--- config.mk ---
export PLATFORM = sky130hd
export DESIGN_NAME = ias_control_unit_flat
export DESIGN_NICKNAME = d
export VERILOG_FILES = /design/src/rtl/ias_pkg.sv /design/src/rtl/ias_control_unit_if.sv /design/src/rtl/ias_decoder.sv /design/src/rtl/ias_control_unit.sv /design/src/flat_wrapper.sv
export SDC_FILE = /design/constraint.sdc
export NUM_CORES = 1
export LEC_CHECK = 0
export CORE_ASPECT_RATIO = 0.75
export CORE_MARGIN = 2
export CORE_UTILIZATION = 32
export DETAILED_ROUTE_END_ITERATION = 8
export HOLD_SLACK_MARGIN = 0.12
export PLACE_DENSITY_LB_ADDON = 0.1
export SYNTH_ARGS = -nofsm -noshare
export SYNTH_HDL_FRONTEND = slang
export SYNTH_SLANG_ARGS = --single-unit
--- constraint.sdc ---
create_clock -name clk -period 2.29 [get_ports clk]
set_input_delay 0.229 -clock clk [delete_from_list [all_inputs] [get_ports clk]]
set_output_delay 0.229 -clock clk [all_outputs]
set_load 0.05 [all_outputs]
--- src/rtl/ias_pkg.sv ---
// Shared definitions for the IAS-style 8-bit core: opcodes, controller states,
// decoder instruction classes and default widths.
package ias_pkg;

  localparam int IAS_ADDR_W = 5;
  localparam int IAS_DATA_W = 8;
  localparam int OPCODE_W   = 3;

  localparam logic [OPCODE_W-1:0] OP_LOAD  = 3'b000;
  localparam logic [OPCODE_W-1:0] OP_ADD   = 3'b001;
  localparam logic [OPCODE_W-1:0] OP_STOR  = 3'b010;
  localparam logic [OPCODE_W-1:0] OP_JUMP  = 3'b011;
  localparam logic [OPCODE_W-1:0] OP_JUMPZ = 3'b100;
  localparam logic [OPCODE_W-1:0] OP_HALT  = 3'b111;

  typedef enum logic [2:0] {
    FETCH,
    DECODE,
    EXEC_RD,
    EXEC_WR,
    HALT
  } state_e;

  // What DECODE does next; CLS_NEXT covers jumps and NOPs (back to FETCH).
  typedef enum logic [1:0] {
    CLS_READ,
    CLS_WRITE,
    CLS_NEXT,
    CLS_STOP
  } op_class_e;

endpackage

--- src/rtl/ias_control_unit_if.sv ---
// Single-port memory bus between the control unit (master) and the shared memory (slave).
interface ias_control_unit_if #(
  parameter int ADDR_W = 5,
  parameter int DATA_W = 8
);
  logic              mem_req;
  logic              mem_we;
  logic [ADDR_W-1:0] mem_addr;
  logic [DATA_W-1:0] mem_wdata;
  logic              mem_ack;
  logic [DATA_W-1:0] mem_rdata;

  modport master (
    output mem_req, mem_we, mem_addr, mem_wdata,
    input  mem_ack, mem_rdata
  );

  modport slave (
    input  mem_req, mem_we, mem_addr, mem_wdata,
    output mem_ack, mem_rdata
  );
endinterface

--- src/rtl/ias_decoder.sv ---
// Combinational instruction decoder. Conditional jump on opcode 100 is built only
// when IAS_CU_JUMPZ_EN is defined; otherwise that opcode is a NOP.
module ias_decoder
  import ias_pkg::*;
#(
  parameter int ADDR_W = IAS_ADDR_W,
  parameter int DATA_W = IAS_DATA_W
) (
  input  logic [DATA_W-1:0] ir,
`ifdef IAS_CU_JUMPZ_EN
  input  logic [DATA_W-1:0] ac_data,
`endif
  output op_class_e         op_class,
  output logic              jump_taken,
  output logic              rd_add,
  output logic [ADDR_W-1:0] target
);

  logic [OPCODE_W-1:0] opcode;

  assign opcode = ir[DATA_W-1 -: OPCODE_W];
  assign target = ir[ADDR_W-1:0];

  // NOTE: every output gets a default before the case so no path can infer a latch.
  always_comb begin
    op_class   = CLS_NEXT;
    jump_taken = 1'b0;
    rd_add     = (opcode == OP_ADD);
    case (opcode)
      OP_LOAD,
      OP_ADD:   op_class = CLS_READ;
      OP_STOR:  op_class = CLS_WRITE;
      OP_JUMP:  jump_taken = 1'b1;
`ifdef IAS_CU_JUMPZ_EN
      OP_JUMPZ: jump_taken = (ac_data == '0);
`endif
      OP_HALT:  op_class = CLS_STOP;
      default:  op_class = CLS_NEXT;
    endcase
  end

endmodule

--- src/rtl/ias_control_unit.sv ---
// Fetch/decode/execute sequencer for the IAS-style core; sole master of the memory bus.
// Optional feature macro: IAS_CU_JUMPZ_EN (conditional jump on opcode 100).
module ias_control_unit
  import ias_pkg::*;
#(
  parameter int ADDR_W = IAS_ADDR_W,
  parameter int DATA_W = IAS_DATA_W
) (
  input  logic                clk,
  input  logic                reset,
  ias_control_unit_if.master  bus,
  input  logic [DATA_W-1:0]   ac_data,
  output logic                load_ac,
  output logic                add_enable,
  output logic [ADDR_W-1:0]   pc,
  output logic [DATA_W-1:0]   ir,
  output logic                halted
);

  state_e            state, state_d;
  logic [ADDR_W-1:0] pc_d;
  logic [DATA_W-1:0] ir_d;
  logic              halted_d;
  logic              req, load, add;

  op_class_e         op_class;
  logic              jump_taken;
  logic              rd_add;
  logic [ADDR_W-1:0] target;

  ias_decoder #(
    .ADDR_W (ADDR_W),
    .DATA_W (DATA_W)
  ) u_decoder (
    .ir         (ir),
`ifdef IAS_CU_JUMPZ_EN
    .ac_data    (ac_data),
`endif
    .op_class   (op_class),
    .jump_taken (jump_taken),
    .rd_add     (rd_add),
    .target     (target)
  );

  // NOTE: state registers use non-blocking assignments so every flop samples pre-edge values.
  always_ff @(posedge clk or posedge reset) begin
    if (reset) begin
      state  <= FETCH;
      pc     <= '0;
      ir     <= '0;
      halted <= 1'b0;
    end else begin
      state  <= state_d;
      pc     <= pc_d;
      ir     <= ir_d;
      halted <= halted_d;
    end
  end

  always_comb begin
    state_d      = state;
    pc_d         = pc;
    ir_d         = ir;
    halted_d     = halted;
    req          = 1'b0;
    bus.mem_we   = 1'b0;
    bus.mem_addr = pc;
    load         = 1'b0;
    add          = 1'b0;
    case (state)
      FETCH: begin
        req = 1'b1;
        if (bus.mem_ack) begin
          ir_d    = bus.mem_rdata;
          pc_d    = pc + ADDR_W'(1);
          state_d = DECODE;
        end
      end
      DECODE: begin
        case (op_class)
          CLS_READ:  state_d = EXEC_RD;
          CLS_WRITE: state_d = EXEC_WR;
          CLS_STOP: begin
            halted_d = 1'b1;
            state_d  = HALT;
          end
          default: begin
            if (jump_taken) pc_d = target;
            state_d = FETCH;
          end
        endcase
      end
      EXEC_RD: begin
        req          = 1'b1;
        bus.mem_addr = target;
        if (bus.mem_ack) begin
          load    = !rd_add;
          add     = rd_add;
          state_d = FETCH;
        end
      end
      EXEC_WR: begin
        req          = 1'b1;
        bus.mem_we   = 1'b1;
        bus.mem_addr = target;
        if (bus.mem_ack) state_d = FETCH;
      end
      default: state_d = HALT;
    endcase
  end

  // Reset masks the bus request and strobes at once, so an aborted transfer
  // cannot update the AC even if its ack arrives while reset is still high.
  assign bus.mem_req   = req  && !reset;
  assign load_ac       = load && !reset;
  assign add_enable    = add  && !reset;
  assign bus.mem_wdata = ac_data;

endmodule
--- src/flat_wrapper.sv ---
// flat-port wrapper written by rule: the top's interface ports become plain ports
module ias_control_unit_flat import ias_pkg::*;
#(
  parameter int ADDR_W = IAS_ADDR_W,
  parameter int DATA_W = IAS_DATA_W
)
  (clk, reset, ac_data, load_ac, add_enable, pc, ir, halted, bus_mem_req, bus_mem_we, bus_mem_addr, bus_mem_wdata, bus_mem_ack, bus_mem_rdata);
  ias_control_unit_if #(.ADDR_W(ADDR_W), .DATA_W(DATA_W)) bus_i ();
  input  logic clk;
  input  logic reset;
  input  logic [DATA_W-1:0] ac_data;
  output logic load_ac;
  output logic add_enable;
  output logic [ADDR_W-1:0] pc;
  output logic [DATA_W-1:0] ir;
  output logic halted;
  output wire logic [$bits(bus_i.mem_req)-1:0] bus_mem_req;
  output wire logic [$bits(bus_i.mem_we)-1:0] bus_mem_we;
  output wire logic [$bits(bus_i.mem_addr)-1:0] bus_mem_addr;
  output wire logic [$bits(bus_i.mem_wdata)-1:0] bus_mem_wdata;
  input wire logic [$bits(bus_i.mem_ack)-1:0] bus_mem_ack;
  input wire logic [$bits(bus_i.mem_rdata)-1:0] bus_mem_rdata;
  assign bus_mem_req = bus_i.mem_req;
  assign bus_mem_we = bus_i.mem_we;
  assign bus_mem_addr = bus_i.mem_addr;
  assign bus_mem_wdata = bus_i.mem_wdata;
  assign bus_i.mem_ack = bus_mem_ack;
  assign bus_i.mem_rdata = bus_mem_rdata;
  ias_control_unit #(.ADDR_W(ADDR_W), .DATA_W(DATA_W)) u_core (.clk(clk), .reset(reset), .bus(bus_i), .ac_data(ac_data), .load_ac(load_ac), .add_enable(add_enable), .pc(pc), .ir(ir), .halted(halted));
endmodule
==> Word-level counts from Yosys, hierarchy flattened <==
Cells that the tools add are included.
{ "totals": {"register_bits": 17, "in_bits": 19, "output_inout_bits": 31, "word_cells": 52} }
{ "op_classes": {"add_sub_neg": 1, "n_eq_ne": 13, "muxes": 17, "reduce_logical": 17} }
{ "op_table": {"columns": ["cell", "count"], "rows": [
  ["$mux 5", 4],
  ["$pmux 3 s3", 2],
  ["$eq 3x2->1 const B", 4],
  ["$pmux 5 s2", 1],
  ["$mux 1", 7],
  ["$eq 3x1->1 const B", 2],
  ["$logic_not 3->1", 2],
  ["$mux 3", 2],
  ["$pmux 2 s3", 1],
  ["$reduce_and 2->1", 3],
  ["$reduce_or 3->1", 2],
  ["$add 5x1->5 const B", 1],
  ["$ne 2x1->1 const B", 2],
  ["$ne 2x2->1 const B", 2],
  ["$reduce_and 4->1", 1],
  ["$reduce_or 2->1", 2],
  ["$eq 3x3->1 const B", 1],
  ["$logic_and 1x1->1", 3],
  ["$eq 2x1->1 const B", 1],
  ["$eq 2x2->1 const B", 1],
  ["$logic_not 1->1", 2],
  ["$logic_not 2->1", 1],
  ["$reduce_bool 2->1", 1]
]} }

==> Logic depth before layout (Yosys ltp) <==
{ "depth": {"word_depth": 7, "ltp_mapped": 5, "mapped_depth_nobuf": 5} }

==> By module <==
Synthesis repeated with hierarchy kept, for this count alone.
{ "hier_totals": {"cells_unflattened": 98, "area_unflattened_um2": 1057.3} }
{ "modules_own_cells": {"columns": ["mod", "instances", "cells_each", "area_per_inst_um2", "seq_area_each_um2"], "rows": [
  ["ias_control_unit", 1, 88, 978.4, 425.4],
  ["ias_decoder", 1, 10, 78.8, 0.0]
]} }

==> Worst setup path before layout <==
Ideal clock, no wire load.
{ "synth_timing": {"path_type": "reg2out", "startpoint": "register u_core.ir[5]", "endpoint": "output add_enable", "arrival_ns": 2.610, "required_time_ns": 2.061, "slack_ns": -0.549, "stages_incl_launch_ff": 3, "path_buffers": 0, "path_cell_list": "dfrtp_1 -> nor3b_1 -> nor4b_1"} }
{ "synth_via": {"elab_chain_cells": 4} }
{ "synth_lines": {"columns": ["item", "line_no", "source"], "rows": [
  ["from (decl)", "ias_control_unit.sv:16", "output logic [DATA_W-1:0] ir,"],
  ["from (signal assigned)", "ias_control_unit.sv:55", "ir <= ir_d;"],
  ["$eq 3x1->1", "ias_decoder.sv:28", "rd_add = (opcode == OP_ADD);"],
  ["$mux 1", "ias_control_unit.sv:96", "if (bus.mem_ack) begin"],
  ["$mux 1", "ias_control_unit.sv:70", "case (state)"],
  ["$logic_and 1x1->1", "ias_control_unit.sv:116", "assign add_enable = add && !reset;"],
  ["to (decl)", "flat_wrapper.sv:13", "output logic add_enable;"]
]} }
No other way between the ends.

==> Worst setup path after layout <==
{ "layout_timing": {"startpoint": "register u_core.state[2]", "endpoint": "output add_enable"} }
{ "layout_via": {"elab_chain_cells": 3} }
{ "layout_lines": {"columns": ["item", "line_no", "source"], "rows": [
  ["from (decl)", "ias_control_unit.sv:20", "state_e state, state_d;"],
  ["from (signal assigned)", "ias_control_unit.sv:53", "state <= state_d;"],
  ["$eq 3x2->1", "ias_control_unit.sv:70", null],
  ["$mux 1", "ias_control_unit.sv:70", null],
  ["$logic_and 1x1->1", "ias_control_unit.sv:116", null]
]} }
No other way between the ends.

==> metrics.log <==
[metrics] outcome: complete, no violations
[metrics] number of global-route vias before repair: 864
[metrics] data required time of the worst path: 2.06 ns
[metrics] final worst-path cycle share: 83.71%
[metrics] xor and xnor area share after synthesis: 0%
[metrics] total of endpoints with negative setup slack in the final report: 0
[metrics] CTS sink count: 17
[metrics] TritonRoute pass-1 iters: 4
[metrics] synthesized-area fraction occupied by and/or/nand/nor cells: 32.45%
[metrics] dominant combinational cell family by area after synthesis: simple AND/OR/NAND/NOR gates
[metrics] GR Layer Usage met2: 23.46%
[metrics] capturing instance or port of the critical path: add_enable
[metrics] worst hold path stage count: 0
[metrics] area fraction of the dominant cell type after synthesis: 42.93%
[metrics] worst setup slack after layout: 0.3729 ns
[metrics] Final Slew Violations: 0
[metrics] wire length of the first global-routing pass: 4174 um
[metrics] number of clock buffers inserted by TritonCTS: 3
[metrics] worst slew margin relative to its limit: 54.05%
[metrics] total standard cell area after synthesis: 991.0 um^2
[metrics] count of synthesis-stage warnings from yosys: 0
[metrics] beginning of the worst register-to-register path: u_core.state[0]
[metrics] mux cell area share after synthesis: 1.136%
[metrics] depth of the worst register-to-register path: 4
[metrics] Worst Setup SP: u_core.state[2]
[metrics] arithmetic-cell share of the synthesized area counting full adders, half adders and majority gates: 1.263%
[metrics] reg-to-reg endpoint: u_core.pc[1]
[metrics] GRT Overall Usage: 16.10%
[metrics] number of buffers on the longest clock path: 2
[metrics] remaining global-route overflow: 0
[metrics] unrepaired setup endpoints after global routing: false
[metrics] worst reg2reg setup slack: 0.65 ns
[metrics] flop and latch count out of synthesis: 17
[metrics] slew at the pin closest to its max-slew limit: 0.6885 ns
[metrics] type of the worst min-delay path: input pin to primary output
[metrics] proportion of synthesized chip area in sequential cells: 42.93%
[metrics] Final TNS setup: 0 ns
[metrics] Vert. Die Dim: 52.19 um
[metrics] fraction of the mapped netlist area in compound gates: 12.37%
[metrics] # resized after CTS: 0
[metrics] clock tree from TritonCTS: built
[metrics] Net Count, Synth: 136
[metrics] maximum clock skew at final layout: 0.004572 ns
[metrics] diodes inserted: 0
[metrics] M1 GR Usage: 21.46%
[metrics] Worst Path Class, Setup: flop to primary output
[metrics] post-DR vias/cell: 5.077
[metrics] total core area: 2957 um^2
[metrics] number of hold-repair buffers added at the cts stage: 0
[metrics] count of buffers inserted at the top-level ports: 33
[metrics] area added between synthesis and finish: 37.37%
[metrics] weighted congestion at the end of routability-driven global placement: 0.7919
[metrics] register clock-pin slew on the reported worst setup and hold paths: 0.07 ns
[metrics] leading post-synthesis cells by cell area: dfrtp_1 (43%), nand2_1 (15%), buf_4 (6.1%)
[metrics] HPWL after DPL: 1790 um
[metrics] biggest area consumer among synthesized cells: dfrtp_1
[metrics] Max Freq: 521.6 MHz
[metrics] Worst setup SP type: flop
[metrics] number of nets with antenna violations after routing: 0
[metrics] total via count after detailed routing: 919
[metrics] initial antenna violation count: 0
[metrics] crit-path max FO: 9
[metrics] effective utilization at floorplan: 33.52%
[metrics] worst setup slack before clock tree synthesis: 0.3977 ns
[metrics] number of different library cells in the post-synthesis netlist: 35
[metrics] time the worst path needs with I/O delays and setup: 1.917 ns
[metrics] CTS root buf: clkbuf_8
[metrics] Final Routed Wirelength: 2502 um
[metrics] busiest grt layer: met2
[metrics] die area: 3562 um^2
[metrics] clock latency on the worst-skew pair: 0.26 ns
[metrics] Final #Nets: 164
[metrics] wire length per cell: 13.82 um
[metrics] per-instance average area after synthesis: 8.543 um^2
[metrics] layout cell share with drive strength beyond 1: 13.99%
[metrics] number of ports placed on the die boundary: 50
[metrics] First DRT Iteration DRCs: 35
[metrics] Residual DRC: 0
[metrics] capturing element type of the critical path: primary output
[metrics] largest net degree at the start of global routing: 18
[metrics] setup bufs post-CTS: 0
[metrics] hold violation total from the final report: 0
[metrics] Cells after Synth: 116
[metrics] number of max-cap violations: 0
[metrics] H-tree depth reported by CTS: 1
[metrics] DIE WIDTH: 68.26 um
[metrics] met3 Track Usage GR: 5.806%
[metrics] number of standard-cell rows in the floorplan: 17
[metrics] data arrival time at the worst-slack endpoint: 1.69 ns
metrics by stage:
step	cells	hold slack (ns)	utilization, %	area [um^2]
6_report	181	0.4580	46.04	1361
2_1_floorplan	116	0.1551	-	1003
4_1_cts	181	0.4583	46.04	1361
5_1_grt	181	0.4581	46.04	1361
3_5_place_dp	177	0.4583	44.39	1313
3_3_place_gp	177	0.4517	44.39	1313
worst min path at each step:
stage	from	to	slack, ns
3_5_place_dp	ac_data[6]	bus_mem_wdata[6]	0.46
6_report	ac_data[3]	bus_mem_wdata[3]	0.46
4_1_cts	ac_data[6]	bus_mem_wdata[6]	0.46
3_3_place_gp	u_core.halted	u_core.halted	0.45
5_1_grt	ac_data[5]	bus_mem_wdata[5]	0.46
2_1_floorplan	reset	u_core.halted	0.16
registers in the layout (all words and copies together), names as in the netlist:
name / cells
u_core.pc: 5
u_core.halted: 1
u_core.ir: 8
u_core.state: 3
cell type report:
cell class              instances  area [um^2]
inverters                       3        11.26
multi-input cells              84        480.5
repair buffers                 35        347.8
fillers                       281         1595
clock buffers                   3        41.29
well taps                      38        47.55
clock inverters                 1        7.507
flip-flops and latches         17        425.4
layout by cell type (no fill, tap or decap), drive strengths merged, types with 2 or more instances in the layout:
cell type      netlist  routed
nand2               39      39
clkdlybuf4s50        0      24
dfrtp               17      17
buf                 12      11
nor2                 7       7
a21oi                5       5
nand2b               4       4
inv                  3       3
clkbuf               0       3
nand3                2       2
a41o                 2       2
o211ai               2       2
nor3b                2       2
nor4b                2       2
Yosys cell counts:
cell,instances
nand4_1,1
a31oi_1,1
and4_1,1
buf_2,3
nor3_1,1
dfrtp_1,17
and3b_1,1
ha_1,1
nor4_1,1
nor3b_1,1
nor3b_2,1
o211ai_1,2
a41o_1,2
nand3_1,2
and2_1,1
buf_6,1
nand2b_1,4
a211oi_1,1
nor2_1,7
nor4b_1,1
o32ai_1,1
o21ai_0,1
o221a_2,1
nor2b_1,1
and2b_1,1
a41oi_1,1
nand2_1,39
inv_1,3
a2111oi_0,1
buf_4,8
a21oi_1,5
mux2_1,1
o22ai_1,1
or3_1,1
nor4b_4,1
kinds of logic (layout without fill, tap and decap cells):
| logic type | Yosys count | in the layout |
|---|---|---|
| simple gates | 65 | 65 |
| compound gates | 17 | 17 |
| flops | 17 | 17 |
| buf+inv | 15 | 42 |
| fa+ha+maj | 1 | 1 |
| mux | 1 | 1 |
layer usage:
layer  part of all wire, %  up-vias
li1                      -      444
met1                    46      443
met2                    46       24
met3                   6.4        8
met4                   1.4        0
met5                     0        -
critical path, stage by stage (launching register included):
cell	delay, ns
dfrtp_1	0.49
nand2b_1	0.33
nor4b_2	0.42
buf_12	0.19
Power is left out: the tool's default activity adds up to more than one toggle a clock period on the data nets, which glitch-free logic cannot reach.
